`src/rtl/rv32i_ctrl_pkg.sv`:
```
// Shared opcode constants, control encodings and the control bundle carried
// down the pipeline by pipe_ctrl_unit.
package rv32i_ctrl_pkg;

    localparam logic [6:0] OP_R       = 7'b0110011;
    localparam logic [6:0] OP_I       = 7'b0010011;
    localparam logic [6:0] OP_I_LD    = 7'b0000011;
    localparam logic [6:0] OP_I_FENCE = 7'b0001111;
    localparam logic [6:0] OP_I_JALR  = 7'b1100111;
    localparam logic [6:0] OP_S       = 7'b0100011;
    localparam logic [6:0] OP_B       = 7'b1100011;
    localparam logic [6:0] OP_U_LUI   = 7'b0110111;
    localparam logic [6:0] OP_U_AUIPC = 7'b0010111;
    localparam logic [6:0] OP_J       = 7'b1101111;

    localparam int ALU_OP_W  = 2;
    localparam int REG_SRC_W = 2;

    typedef enum logic [ALU_OP_W-1:0] {
        ALU_FUNCT = 2'd0,
        ALU_ADD   = 2'd1,
        ALU_SUB   = 2'd2
    } alu_op_e;

    typedef enum logic [REG_SRC_W-1:0] {
        SRC_ALU    = 2'd0,
        SRC_MEM    = 2'd1,
        SRC_PC_IMM = 2'd2,
        SRC_PC4    = 2'd3
    } reg_src_e;

    typedef struct packed {
        alu_op_e  alu_op;
        logic     alu_src;
        logic     branch;
        logic     mem_read;
        logic     mem_write;
        logic     reg_write;
        reg_src_e reg_src;
    } ctrl_t;

    // Register-type defaults; every other opcode is a delta from this.
    localparam ctrl_t CTRL_R = '{alu_op: ALU_FUNCT, alu_src: 1'b0, branch: 1'b0,
                                 mem_read: 1'b0, mem_write: 1'b0, reg_write: 1'b1,
                                 reg_src: SRC_ALU};

    localparam ctrl_t CTRL_NOP = '{alu_op: ALU_FUNCT, alu_src: 1'b0, branch: 1'b0,
                                   mem_read: 1'b0, mem_write: 1'b0, reg_write: 1'b0,
                                   reg_src: SRC_ALU};

endpackage

```
`src/rtl/ctrl_decode.sv`:
```
// Combinational RV32I opcode decoder: control bundle, legality and which
// source registers the instruction actually reads.
module ctrl_decode
    import rv32i_ctrl_pkg::*;
#(
    parameter bit FENCE_NOP = 1'b1
) (
    input  logic [6:0] opcode_i,
    output ctrl_t      ctrl_o,
    output logic       legal_o,
    output logic       uses_rs1_o,
    output logic       uses_rs2_o
);

    always_comb begin
        // NOTE: every output gets a default before the case so no path leaves one unassigned (no latch).
        ctrl_o     = CTRL_R;
        legal_o    = 1'b1;
        uses_rs1_o = 1'b1;
        uses_rs2_o = 1'b0;
        case (opcode_i)
            OP_R: begin
                uses_rs2_o = 1'b1;
            end
            OP_I: begin
                ctrl_o.alu_src = 1'b1;
            end
            OP_I_LD: begin
                ctrl_o.alu_op   = ALU_ADD;
                ctrl_o.alu_src  = 1'b1;
                ctrl_o.mem_read = 1'b1;
                ctrl_o.reg_src  = SRC_MEM;
            end
            OP_I_JALR: begin
                ctrl_o.alu_src = 1'b1;
                ctrl_o.reg_src = SRC_PC4;
            end
            OP_S: begin
                ctrl_o.alu_op    = ALU_ADD;
                ctrl_o.alu_src   = 1'b1;
                ctrl_o.mem_write = 1'b1;
                ctrl_o.reg_write = 1'b0;
                uses_rs2_o       = 1'b1;
            end
            OP_U_LUI: begin
                ctrl_o.alu_op  = ALU_ADD;
                ctrl_o.alu_src = 1'b1;
                uses_rs1_o     = 1'b0;
            end
            OP_U_AUIPC: begin
                ctrl_o.reg_src = SRC_PC_IMM;
                uses_rs1_o     = 1'b0;
            end
            OP_J: begin
                ctrl_o.reg_src = SRC_PC4;
                uses_rs1_o     = 1'b0;
            end
            OP_B: begin
                ctrl_o.alu_op    = ALU_SUB;
                ctrl_o.branch    = 1'b1;
                ctrl_o.reg_write = 1'b0;
                uses_rs2_o       = 1'b1;
            end
            OP_I_FENCE: begin
                ctrl_o     = CTRL_NOP;
                legal_o    = FENCE_NOP;
                uses_rs1_o = 1'b0;
            end
            default: begin
                ctrl_o     = CTRL_NOP;
                legal_o    = 1'b0;
                uses_rs1_o = 1'b0;
            end
        endcase
    end

endmodule

```
`src/rtl/pipe_ctrl_unit.sv`:
```
// Pipelined control unit: decodes in ID, carries control through EX/MEM/WB,
// interlocks load-use hazards, squashes on redirects and flags illegal opcodes.
module pipe_ctrl_unit
    import rv32i_ctrl_pkg::*;
#(
    parameter int REG_ADDR_W = 5,
    parameter bit HAZ_DETECT = 1'b1,
    parameter bit FENCE_NOP  = 1'b1
) (
    input  logic                  clk,
    input  logic                  rst,
    input  logic                  id_valid,
    input  logic [6:0]            id_opcode,
    input  logic [REG_ADDR_W-1:0] id_rs1,
    input  logic [REG_ADDR_W-1:0] id_rs2,
    input  logic [REG_ADDR_W-1:0] id_rd,
    input  logic                  ex_redirect,
    input  logic                  ext_stall,
    input  logic                  illegal_clr,
    output logic                  id_stall,
    output logic                  if_flush,
    output logic                  ex_valid,
    output logic [1:0]            ex_alu_op,
    output logic                  ex_alu_src,
    output logic                  ex_branch,
    output logic                  ex_mem_read,
    output logic [REG_ADDR_W-1:0] ex_rd,
    output logic                  mem_valid,
    output logic                  mem_read,
    output logic                  mem_write,
    output logic [REG_ADDR_W-1:0] mem_rd,
    output logic                  wb_valid,
    output logic                  wb_reg_write,
    output logic [1:0]            wb_reg_src,
    output logic [REG_ADDR_W-1:0] wb_rd,
    output logic                  illegal_op
);

    typedef struct packed {
        logic                  valid;
        ctrl_t                 ctrl;
        logic [REG_ADDR_W-1:0] rd;
    } ex_stage_t;

    typedef struct packed {
        logic                  valid;
        logic                  mem_read;
        logic                  mem_write;
        logic                  reg_write;
        reg_src_e              reg_src;
        logic [REG_ADDR_W-1:0] rd;
    } mem_stage_t;

    typedef struct packed {
        logic                  valid;
        logic                  reg_write;
        reg_src_e              reg_src;
        logic [REG_ADDR_W-1:0] rd;
    } wb_stage_t;

    ex_stage_t  ex_q,  ex_d;
    mem_stage_t mem_q, mem_d;
    wb_stage_t  wb_q,  wb_d;
    logic       illegal_q, illegal_d;

    ctrl_t dec_ctrl;
    logic  dec_legal, dec_uses_rs1, dec_uses_rs2;

    ctrl_decode #(.FENCE_NOP(FENCE_NOP)) u_decode (
        .opcode_i   (id_opcode),
        .ctrl_o     (dec_ctrl),
        .legal_o    (dec_legal),
        .uses_rs1_o (dec_uses_rs1),
        .uses_rs2_o (dec_uses_rs2)
    );

    logic rs_hit, load_use, id_issue, illegal_set;

    always_comb begin
        rs_hit = (dec_uses_rs1 && (id_rs1 == ex_q.rd)) ||
                 (dec_uses_rs2 && (id_rs2 == ex_q.rd));
        load_use = HAZ_DETECT && id_valid && ex_q.valid && ex_q.ctrl.mem_read &&
                   (ex_q.rd != '0) && rs_hit;
        // A redirect squashes the ID instruction, so it neither stalls nor flags.
        id_issue    = id_valid && dec_legal && !ex_redirect && !load_use;
        illegal_set = id_valid && !dec_legal && !ex_redirect && !load_use;
        id_stall    = ext_stall || (load_use && !ex_redirect);
        if_flush    = ex_redirect && !ext_stall;
    end

    always_comb begin
        ex_d      = ex_q;
        mem_d     = mem_q;
        wb_d      = wb_q;
        illegal_d = illegal_q;
        if (!ext_stall) begin
            wb_d.valid     = mem_q.valid;
            wb_d.reg_write = mem_q.reg_write;
            wb_d.reg_src   = mem_q.reg_src;
            wb_d.rd        = mem_q.rd;

            mem_d.valid     = ex_q.valid;
            mem_d.mem_read  = ex_q.ctrl.mem_read;
            mem_d.mem_write = ex_q.ctrl.mem_write;
            mem_d.reg_write = ex_q.ctrl.reg_write;
            mem_d.reg_src   = ex_q.ctrl.reg_src;
            mem_d.rd        = ex_q.rd;

            ex_d = '0;
            if (id_issue) begin
                ex_d.valid          = 1'b1;
                ex_d.ctrl           = dec_ctrl;
                ex_d.ctrl.reg_write = dec_ctrl.reg_write && (id_rd != '0);
                ex_d.rd             = id_rd;
            end

            if (illegal_set) begin
                illegal_d = 1'b1;
            end else if (illegal_clr) begin
                illegal_d = 1'b0;
            end
        end
    end

    // NOTE: state registers use non-blocking assignment so every stage samples the pre-edge values.
    always_ff @(posedge clk) begin
        if (rst) begin
            ex_q      <= '0;
            mem_q     <= '0;
            wb_q      <= '0;
            illegal_q <= 1'b0;
        end else begin
            ex_q      <= ex_d;
            mem_q     <= mem_d;
            wb_q      <= wb_d;
            illegal_q <= illegal_d;
        end
    end

    assign ex_valid     = ex_q.valid;
    assign ex_alu_op    = ex_q.ctrl.alu_op;
    assign ex_alu_src   = ex_q.ctrl.alu_src;
    assign ex_branch    = ex_q.ctrl.branch;
    assign ex_mem_read  = ex_q.ctrl.mem_read;
    assign ex_rd        = ex_q.rd;
    assign mem_valid    = mem_q.valid;
    assign mem_read     = mem_q.mem_read;
    assign mem_write    = mem_q.mem_write;
    assign mem_rd       = mem_q.rd;
    assign wb_valid     = wb_q.valid;
    assign wb_reg_write = wb_q.reg_write;
    assign wb_reg_src   = wb_q.reg_src;
    assign wb_rd        = wb_q.rd;
    assign illegal_op   = illegal_q;

endmodule

```
`config.mk`:
```
export PLATFORM = sky130hd
export DESIGN_NAME = pipe_ctrl_unit
export DESIGN_NICKNAME = d
export VERILOG_FILES = /design/src/rtl/rv32i_ctrl_pkg.sv /design/src/rtl/ctrl_decode.sv /design/src/rtl/pipe_ctrl_unit.sv
export SDC_FILE = /design/constraint.sdc
export NUM_CORES = 1
export LEC_CHECK = 0
export BUFFER_PORTS_ARGS = -buffer_cell sky130_fd_sc_hd__buf_2
export CAP_MARGIN = 25
export CORE_MARGIN = 2
export CORE_UTILIZATION = 49
export DETAILED_ROUTE_END_ITERATION = 12
export GPL_TIMING_DRIVEN = 0
export PLACE_DENSITY = 0.78
export REMOVE_ABC_BUFFERS = 1
export SETUP_SLACK_MARGIN = 0.05
export SYNTH_ARGS = -nofsm -noshare
export SYNTH_HDL_FRONTEND = slang
export SYNTH_SLANG_ARGS = --single-unit
```
`constraint.sdc`:
```
create_clock -name clk -period 2.1 [get_ports clk]
set_input_delay 0.21 -clock clk [delete_from_list [all_inputs] [get_ports clk]]
set_output_delay 0.21 -clock clk [all_outputs]
set_load 0.01 [all_outputs]
```
==> impl_metrics.env, run 1 <==
export IMPL_crit_start="ex_rd[3]$_SDFFE_PP0N_"
export IMPL_fin_area_um2=1970
export IMPL_min_period_ns=1.89
export IMPL_drt_iter0_drc=69
export IMPL_synth_largest_area_cell="dfxtp_1"
export IMPL_path_cells="xnor2_1, nand4_1, o22ai_2, nand4_1, o21bai_1, buf_2"
export IMPL_cts_resized=0
export IMPL_grt_first_pass_wirelength_um=5780
export IMPL_routedWlPerCell_um=12.9
export IMPL_synth_async_reset_ratio_pct=0
export IMPL_path_common_cell="nand4_1"
export IMPL_synth_edf_count=0
export IMPL_hold_viol=0
export IMPL_placed_cells=265
export IMPL_total_power_w=0.00117
export IMPL_r2r_slack_ns=0.32
export IMPL_portBuffers=58
export IMPL_hold_buffers=0
export IMPL_grt_max_degree=26
export IMPL_vias=1407
export IMPL_finalSetupViolations=0
export IMPL_cts_path_max_buffers=2
export IMPL_outcome="complete, no violations"
export IMPL_powerDensity_nw_per_um2=590
export IMPL_drive_gt1_share_pct=32.3
export IMPL_wirelength_um=3500
export IMPL_ys_seq_area_share_pct=40.8
export IMPL_final_core_util_pct=58.7
export IMPL_fp_coreArea_um2=3360
export IMPL_cp_required_ns=1.89
export IMPL_antenna_cells=0
export IMPL_fin_crit_sh_pct=90.2
export IMPL_yosys_top_cells_area="dfxtp_1 (41%), mux2i_1 (12%), buf_4 (5.7%)"
export IMPL_ios=59
export IMPL_avgViaCountPerCell=5.17
export IMPL_yosysUniqueCellTypes=37
export IMPL_postSynthCellCount=184
export IMPL_cp_endpoint="id_stall"
export IMPL_p_leak_nw=0.932
export IMPL_hp_class="input port to flip-flop"
export IMPL_hold_depth=2
export IMPL_gp_congestion=0.784
export IMPL_nets=254
export IMPL_cts_clk_slew_worst_paths_ns=0.10
export IMPL_antenna_found_initial=0
export IMPL_syn_area_um2=1720
export IMPL_tritoncts="yes"
export IMPL_r2r_end="ex_alu_src$_SDFFE_PP0N_"
export IMPL_path_buf_inv=1
export IMPL_area_delta_synth_final_pct=14.8
export IMPL_post_cts_buffers=0
export IMPL_cts_root_buffer="clkbuf_4"
export IMPL_worstSetupStartpointType="flip-flop"
export IMPL_dp_final_hpwl_um=2480
export IMPL_crit_arrival_ns=1.68
export IMPL_vdd_drop_max_uv=345
export IMPL_dpl_cell_area_um2=1910
export IMPL_drc_errors=0
export IMPL_setup_tns_final_ns=0
export IMPL_postSynthAreaPerCell_um2=9.34
export IMPL_max_stage_delay_ns=0.48
export IMPL_ys_seq_elements=35
export IMPL_rows=21
export IMPL_cp_max_fo=6
export IMPL_max_freq_ghz=0.528
export IMPL_clk_insertion_delay_late_ns=0.34
export IMPL_yosys_warnings=0
export IMPL_end_kind="primary output"
export IMPL_die_area_um2=4000
export IMPL_cp_depth=6
export IMPL_htree_levels=2
export IMPL_critPathTopFamily="flip-flops"
export IMPL_drv_cap=0
export IMPL_crit_reg2reg_launch="ex_rd[3]$_SDFFE_PP0N_"
export IMPL_drtPass1Iterations=4
export IMPL_die_h_um=63.2
export IMPL_clkSinkCount=35
export IMPL_final_max_slew_viol_count=0
export IMPL_stdcell_count=272
export IMPL_ant_nets=0
export IMPL_relSlewSlack_pct=54.7
export IMPL_start_util_pct=51.1
export IMPL_synth_top_area_share_pct=40.8
export IMPL_rsz0062_at_grt="no"
export IMPL_cts_made_buffers=5
export IMPL_tightest_slew_ns=0.680
export IMPL_slowest_stage="dfxtp_1"
export IMPL_die_x_um=63.2
export IMPL_crit_type="flip-flop to primary output"
export IMPL_grt_pass1_vias=1291
export IMPL_r2r_cells=5
export IMPL_ys_flop_type="dfxtp_1"
export IMPL_grt_ovfl_total=0
export IMPL_clock_skew_ns=0.00507
export IMPL_groute_usage_overall_pct=18.3
-- per-layer routing --
layer | track usage [%] | routed length, µm | up-vias
met4 | 6.52 | 68 | 0
met1 | 22.9 | 1630 | 644
met2 | 29.4 | 1580 | 41
met3 | 6.07 | 224 | 8
met5 | 0 | 0 | -
li1 | - | - | 714
-- worst reg2reg max path, stage by stage (launching register included) --
cell	delay, ns
dfxtp_1	0.48
xnor2_1	0.15
nand4_1	0.11
o22ai_2	0.20
a41oi_2	0.36
a32o_1	0.37
-- registers in the layout, indices dropped and copies added, names as in the netlist --
signal	count
ex_rd	5
mem_rd	5
wb_rd	5
ex_q	4
mem_q	3
ex_alu_op	2
wb_reg_src	2
ex_alu_src	1
ex_mem_read	1
ex_valid	1
illegal_op	1
mem_read	1
mem_valid	1
mem_write	1
wb_reg_write	1
wb_valid	1
-- worst min path at each step --
stage,to,slack [ns],start
after floorplan,illegal_op$_SDFFE_PP0P_,0.28,rst
after global placement,ex_rd[4]$_SDFFE_PP0N_,0.44,id_rd[4]
after detailed placement,ex_rd[2]$_SDFFE_PP0N_,0.43,id_rd[2]
after CTS,ex_rd[2]$_SDFFE_PP0N_,0.07,id_rd[2]
after global routing,ex_rd[4]$_SDFFE_PP0N_,0.06,id_rd[4]
final,ex_rd[1]$_SDFFE_PP0N_,0.08,id_rd[1]
-- synthesized netlist by cell type, types with 3 or more instances --
master and number:
xnor2_1 10, nor3_1 3, a21oi_1 4, nor2_1 25, and2_1 4, dfxtp_1 35
clkbuf_1 3, buf_4 13, o21ai_1 3, mux2i_1 20, a31o_1 4, a22o_1 8
nand3_1 6, o21ai_0 5, nand4_1 4, nand2_1 6, buf_2 4, nor2b_1 3
inv_1 3
-- where the power goes --
group,internal (W),switching [W],leakage [nW],total (W)
Clock,0.000155,0.000222,0.0341,0.000377
Combinational,0.0000537,0.0000683,0.614,0.000122
Sequential,0.000665,0.00000138,0.284,0.000666
Total,0.000874,0.000291,0.932,0.00117
-- metrics by stage --
stage               hold slack, ns  setup WS, ns
floorplan                    0.279         0.500
global placement             0.437        0.0433
detailed placement           0.435        0.0540
CTS                         0.0689         0.107
global route                0.0608        0.0526
finish                      0.0843         0.206
-- final cells by class --
type / instances / area [µm²]
multi-input cells: 123 / 852
clock inverters: 1 / 5.00
flip-flops and latches: 35 / 706
well taps: 46 / 57.6
repair buffers: 58 / 290
inverters: 3 / 11.3
clock buffers: 6 / 51.3
fillers: 336 / 1390
-- kinds of logic (layout without fill, tap and decap cells) --
| group | count (synthesis) | after routing | share of synthesized area (%) |
|---|---|---|---|
| DFF | 35 | 35 | 40.8 |
| AOI/OAI and AO/OA | 32 | 32 | 14.0 |
| and+or+nand+nor | 61 | 61 | 18.9 |
| muxes | 20 | 20 | 11.6 |
| buffers and inverters | 26 | 68 | 9.68 |
| xor gates and xnor gates | 10 | 10 | 5.09 |
-- placed cells by master, fill, tap and decap left out, types with 2 or more instances in the layout --
master,instances
buf_2,58
o21a_1,2
dfxtp_1,31
nor3_1,3
a22o_1,8
nand2_1,6
dfxtp_2,4
o21ai_0,5
nand3_1,6
o21ai_1,3
a21oi_1,4
xnor2_1,10
nor2_1,25
and2_1,4
nand3b_1,2
nand4_1,4
nor2b_1,3
clkbuf_4,5
inv_1,3
mux2i_1,20
a31o_1,4
(Power assumes the default switching activity.)
==> run 2, diff against run 1 <==
Settings changed: ABC_AREA set to 1, CORE_UTILIZATION 49 to 51, PLACE_DENSITY 0.78 to 0.8.
==> run 2 against run 1 <==
  * Final area up 13%
  * Core utilization is 3.3 points higher
  * Sequential share of layout area fell by 4.4 points
  * Die area increased by 4.5%
  * Worst hold slack better by 0.095 ns
  * Sequential power up 2%
  * Worst setup slack worse by 0.024 ns
  * Via count is 26% higher
  * Register-to-register slack better by 0.23 ns
  * Count of clock-buffer cells in the layout decreased by 1
  * First-iteration DRC count rose by 28%
  * Total power rose by 21%
  * Critical path type unchanged
==> impl_metrics.env, run 2 <==
export IMPL_outcome="complete, no violations"
export IMPL_drc_errors=0
export IMPL_cts_path_max_buffers=2
export IMPL_synth_largest_area_cell="dfxtp_1"
export IMPL_worstSetupStartpointType="flip-flop"
export IMPL_cp_max_fo=7
export IMPL_dpl_cell_area_um2=2080
export IMPL_powerDensity_nw_per_um2=631
export IMPL_end_kind="primary output"
export IMPL_grt_first_pass_wirelength_um=6560
export IMPL_cts_clk_slew_worst_paths_ns=0.07
export IMPL_wirelength_um=3890
export IMPL_avgViaCountPerCell=4.95
export IMPL_drt_iter0_drc=88
export IMPL_clk_insertion_delay_late_ns=0.29
export IMPL_start_util_pct=52.0
export IMPL_grt_ovfl_total=0
export IMPL_final_max_slew_viol_count=0
export IMPL_tightest_slew_ns=0.736
export IMPL_die_x_um=64.6
export IMPL_layout_common_cells="nand2_1 (78), buf_2 (58), dfxtp_1 (34)"
export IMPL_hold_viol=0
export IMPL_met2_usage_pct=34.8
export IMPL_min_period_ns=1.92
export IMPL_yosysMostFrequentCell="nand2_1"
export IMPL_grt_busiest_layer="met2"
export IMPL_max_freq_ghz=0.521
export IMPL_vdd_drop_max_uv=373
export IMPL_dp_final_hpwl_um=2660
export IMPL_synth_commonest_cells="nand2_1 (78), dfxtp_1 (35), a21oi_1 (25), nor2_1 (20), inv_1 (16)"
export IMPL_ios=59
export IMPL_antenna_cells=0
export IMPL_cp_required_ns=1.89
export IMPL_cts_made_buffers=5
export IMPL_p_leak_nw=1.00
export IMPL_finalSetupViolations=0
export IMPL_yosys_top_cells_area="dfxtp_1 (37%), nand2_1 (16%), a21oi_1 (6.7%)"
export IMPL_nets=338
export IMPL_drive_gt1_share_pct=34.1
export IMPL_setup_tns_final_ns=0
export IMPL_antenna_found_initial=0
export IMPL_rows=22
export IMPL_use_met3_pct=5.21
export IMPL_groute_usage_overall_pct=20.0
export IMPL_tritoncts="yes"
export IMPL_crit_type="flip-flop to primary output"
export IMPL_fin_area_um2=2240
export IMPL_htree_levels=2
export IMPL_portBuffers=58
export IMPL_gp_congestion=0.934
export IMPL_relSlewSlack_pct=51.0
export IMPL_rsz0062_at_grt="no"
export IMPL_synth_top_area_share_pct=37.4
export IMPL_hp_class="input port to flip-flop"
export IMPL_ys_flop_type="dfxtp_1"
export IMPL_ys_seq_area_share_pct=37.4
export IMPL_die_area_um2=4180
export IMPL_postSynthCellCount=263
export IMPL_layout_commonest_cell="nand2_1"
export IMPL_grt_max_degree=36
export IMPL_ys_seq_elements=35
export IMPL_clock_skew_ns=0.00548
export IMPL_drv_cap=0
export IMPL_crit_arrival_ns=1.71
export IMPL_use_met1_pct=22.7
export IMPL_ant_nets=0
export IMPL_fp_coreArea_um2=3610
export IMPL_holdWs_ns=0.179
export IMPL_syn_area_um2=1880
export IMPL_yosys_warnings=0
export IMPL_fin_crit_sh_pct=91.3
export IMPL_area_delta_synth_final_pct=19.2
export IMPL_routedWlPerCell_um=10.8
export IMPL_grt_pass1_vias=1586
export IMPL_cts_root_buffer="clkbuf_8"
export IMPL_synth_edf_count=0
export IMPL_drtPass1Iterations=4
export IMPL_clkSinkCount=35
export IMPL_yosysUniqueCellTypes=29
export IMPL_synth_async_reset_ratio_pct=0
export IMPL_vias=1777
export IMPL_postSynthAreaPerCell_um2=7.13
export IMPL_die_h_um=64.6
==> run 2: timing repair <==
action	4_1_cts	5_1_grt
pin swaps	0	1
hold buffers	0	0
resized for setup	1	2
setup endpoints to repair	1	15
buffers inserted	0	5
==> run 2: final timing paths <==
check                            start                         to  slack [ns]  depth (start not counted)
max reg2reg      ex_rd[1]$_SDFFE_PP0N_      ex_rd[4]$_SDFFE_PP0N_        0.55                          8
min reg2reg  wb_reg_write$_SDFFE_PP0N_  wb_reg_write$_SDFFE_PP0N_        0.46                          2
max              ex_rd[1]$_SDFFE_PP0N_                   id_stall        0.18                          7
min                           id_rd[0]      ex_rd[0]$_SDFFE_PP0N_        0.18                          3
==> run 2: cells by family after synthesis <==
kind of cell / share of synthesized area, %
xor gates and xnor gates: 1.40
AOI/OAI and AO/OA: 15.7
DFF: 37.4
and+or+nand+nor: 33.8
buffers and inverters: 11.8
==> run 2: area by class of cell <==
cell class / count / area (µm²)
clock buffer: 5 / 68.8
inverter: 19 / 75.1
timing repair buffer: 63 / 328
tap: 48 / 60.1
multi-input combinational: 186 / 958
fill: 349 / 1370
clock inverter: 3 / 43.8
sequential: 35 / 702
==> run 2: where the power goes <==
group / internal (W) / switching (W) / total [W]
logic: 0.0000463 / 0.0000829 / 0.000129
registers: 0.000671 / 0.00000491 / 0.000676
clock network: 0.000353 / 0.000252 / 0.000605
total: 0.00107 / 0.000340 / 0.00141
==> run 2: critical path, cell delays in order, from the launching register on <==
cell     delay (ns)
dfxtp_1        0.36
or2_2          0.30
a21oi_1        0.13
nand3_1        0.09
nand2_1        0.12
nand2_4        0.09
o21ai_1        0.16
buf_2          0.17
==> run 2: metrics by stage <==
stage	setup WS, ns	cells	util [%]	power [W]
2_1_floorplan	0.512	240	-	0.000747
3_3_place_gp	-0.171	346	57.6	0.000818
3_5_place_dp	-0.169	346	57.6	0.000819
4_1_cts	0.0502	354	60.8	0.00143
5_1_grt	0.0201	359	62.0	0.00147
6_report	0.182	359	62.0	0.00141
==> run 2: layer usage <==
metal  up-vias  routed length, µm
li1        928                  -
met1       801               1750
met2        41               1900
met3         7                169
met4         0                 67
met5         -                  0
==> run 3, diff against run 2 <==
Settings changed: BUFFER_PORTS_ARGS -buffer_cell sky130_fd_sc_hd__buf_2 to not set, CAP_MARGIN 25 to not set, CORE_UTILIZATION 51 to 62, DONT_BUFFER_PORTS set to 1, PLACE_DENSITY 0.8 to 0.78, RECOVER_POWER set to 25.
==> run 3 against run 2 <==
  * Sequential power is 0.7% higher
  * Worst setup slack better by 0.075 ns
  * Via count is 11% lower
  * Clock power shrank 15%
  * Clock skew increased by 0.0011 ns
  * Final area fell by 12%
  * First-iteration DRC count down 24%
  * Critical endpoint unchanged
==> impl_metrics.env, run 3 (synthesis gave the netlist of run 2 again) <==
export IMPL_max_stage_delay_ns=0.41
export IMPL_path_common_cell="nand2_1"
export IMPL_layout_common_cells="nand2_1 (78), dfxtp_1 (30), a21oi_1 (25)"
export IMPL_grt_pass1_vias=1549
export IMPL_htree_levels=2
export IMPL_path_buf_inv=2
export IMPL_drive_gt1_share_pct=19.8
export IMPL_ios=59
export IMPL_hold_depth=2
export IMPL_met2_usage_pct=42.5
export IMPL_r2r_cells=12
export IMPL_hp_class="input port to flip-flop"
export IMPL_gp_congestion=0.873
export IMPL_start_util_pct=66.9
export IMPL_cp_max_fo=5
export IMPL_r2r_slack_ns=0.53
export IMPL_layout_setup_ws_ns=0.257
export IMPL_ant_nets=0
export IMPL_drc_errors=0
export IMPL_antenna_found_initial=0
export IMPL_p_clk_share_pct=39.7
export IMPL_place_ws_ns=0.314
export IMPL_hold_viol=0
export IMPL_nets=285
export IMPL_critPathTopFamily="simple AND/OR/NAND/NOR gates"
export IMPL_use_met1_pct=27.3
export IMPL_switching_share_pct=23.5
export IMPL_grt_busiest_layer="met2"
export IMPL_setup_tns_final_ns=0
export IMPL_rows=19
export IMPL_tightest_slew_ns=0.998
export IMPL_max_freq_ghz=0.543
export IMPL_powerDensity_nw_per_um2=654
export IMPL_drv_cap=0
export IMPL_die_x_um=59
export IMPL_antenna_cells=0
export IMPL_vias=1579
export IMPL_finalSetupViolations=0
export IMPL_hold_start="id_rd[4]"
export IMPL_power_switching_w=0.000304
export IMPL_path_cells="inv_1, nand2_1, nand2_1, inv_1, nand2_1, nor2_1, nand3_1, nand2_1, nand2_4, o21ai_4"
export IMPL_slowest_stage="dfxtp_2"
export IMPL_outcome="complete, no violations"
export IMPL_cts_path_max_buffers=2
export IMPL_dp_final_hpwl_um=2440
export IMPL_groute_usage_overall_pct=24.3
export IMPL_relSlewSlack_pct=33.3
export IMPL_crit_arrival_ns=1.63
export IMPL_holdPathEnd="ex_rd[4]$_SDFFE_PP0N_"
export IMPL_avgViaCountPerCell=5.46
export IMPL_tritoncts="yes"
export IMPL_use_met3_pct=7.21
export IMPL_end_kind="primary output"
export IMPL_worstSetupStartpointType="flip-flop"
export IMPL_grt_first_pass_wirelength_um=6380
export IMPL_rsz0062_at_grt="no"
export IMPL_clock_skew_ns=0.00655
export IMPL_cts_clk_slew_worst_paths_ns=0.11
export IMPL_grt_ovfl_total=0
export IMPL_drt_iter0_drc=67
export IMPL_cp_required_ns=1.89
export IMPL_clkSinkCount=35
export IMPL_drtPass1Iterations=5
export IMPL_area_delta_synth_final_pct=5.34
export IMPL_fin_crit_sh_pct=87.8
export IMPL_crit_type="flip-flop to primary output"
export IMPL_fillers=243
export IMPL_r2r_end="ex_rd[4]$_SDFFE_PP0N_"
export IMPL_crit_reg2reg_launch="ex_rd[0]$_SDFFE_PP0N_"
export IMPL_min_period_ns=1.84
export IMPL_vdd_drop_max_uv=465
export IMPL_routedWlPerCell_um=13.6
export IMPL_layout_commonest_cell="nand2_1"
export IMPL_final_max_slew_viol_count=0
export IMPL_die_area_um2=3480
export IMPL_p_leak_nw=0.748
export IMPL_cts_root_buffer="clkbuf_4"
export IMPL_grt_max_degree=36
export IMPL_clk_insertion_delay_late_ns=0.34
export IMPL_cts_made_buffers=5
export IMPL_wirelength_um=3930
export IMPL_die_h_um=59
export IMPL_portBuffers=0
export IMPL_fp_coreArea_um2=2810
export IMPL_p_seq_share_pct=52.7
export IMPL_combPwrFrac_pct=7.5
export IMPL_p_int_w=0.000988
export IMPL_holdWs_ns=0.00593
[run 3: cell types whose count changed in the layout (fill, tap and decap cells not counted), moves of 2 or more]
cell           before  now
buf_2              58    0
dlygate4sd3_1       0    6
clkbuf_4            0    5
clkbuf_8            5    1
dfxtp_1            34   30
dfxtp_2             1    5
buf_4               5    3
[run 3: layer usage]
metal / up-vias / wire, µm
met5: - / 0
met4: 0 / 61
met3: 7 / 220
met2: 45 / 1900
met1: 702 / 1740
li1: 825 / -
[run 3: per-stage QoR]
stage | utilization [%] | power [W] | area, µm² | instances
after detailed placement | 62.9 | 0.000757 | 1760 | 271
final | 70.4 | 0.00129 | 1980 | 289
after floorplan | - | 0.000747 | 1730 | 240
after global placement | 62.9 | 0.000756 | 1760 | 271
after global routing | 70.4 | 0.00135 | 1980 | 289
after CTS | 69.2 | 0.00130 | 1940 | 286
[run 3: layout make-up]
| class | count | area, µm² | area share, % |
|---|---|---|---|
| clock buffer | 6 | 51.3 | 2.60 |
| inverter | 19 | 71.3 | 3.61 |
| multi-input combinational | 186 | 970 | 49.1 |
| clock inverter | 2 | 35.0 | 1.77 |
| tap | 31 | 38.8 | 1.96 |
| timing repair buffer | 10 | 103 | 5.19 |
| sequential | 35 | 707 | 35.8 |
[run 3: how the worst max path moves through the flow]
stage | from | depth (start not counted) | end
after CTS | ex_rd[2]$_SDFFE_PP0N_ | 8 | id_stall
after global placement | ex_rd[0]$_SDFFE_PP0N_ | 10 | id_stall
after floorplan | ex_rd[1]$_SDFFE_PP0N_ | 6 | id_stall
final | ex_rd[0]$_SDFFE_PP0N_ | 10 | id_stall
after detailed placement | ex_rd[0]$_SDFFE_PP0N_ | 10 | id_stall
after global routing | ex_rd[0]$_SDFFE_PP0N_ | 10 | id_stall
[run 3: what timing repair did]
item	4_1_cts	5_1_grt
setup buffers	0	3
gates resized for setup	3	5
pin swaps	0	1
endpoints found under the hold margin	35	0
endpoints found under the setup margin	1	1
hold buffers	7	0
[run 3: power groups by stage]
stage | registers [W] | logic, W | clock network [W]
global route | 0.000682 | 0.000110 | 0.000557
detailed placement | 0.000696 | 0.0000604 | 0
finish | 0.000681 | 0.0000974 | 0.000513
CTS | 0.000681 | 0.0000953 | 0.000526
global placement | 0.000696 | 0.0000597 | 0
floorplan | 0.000695 | 0.0000525 | 0
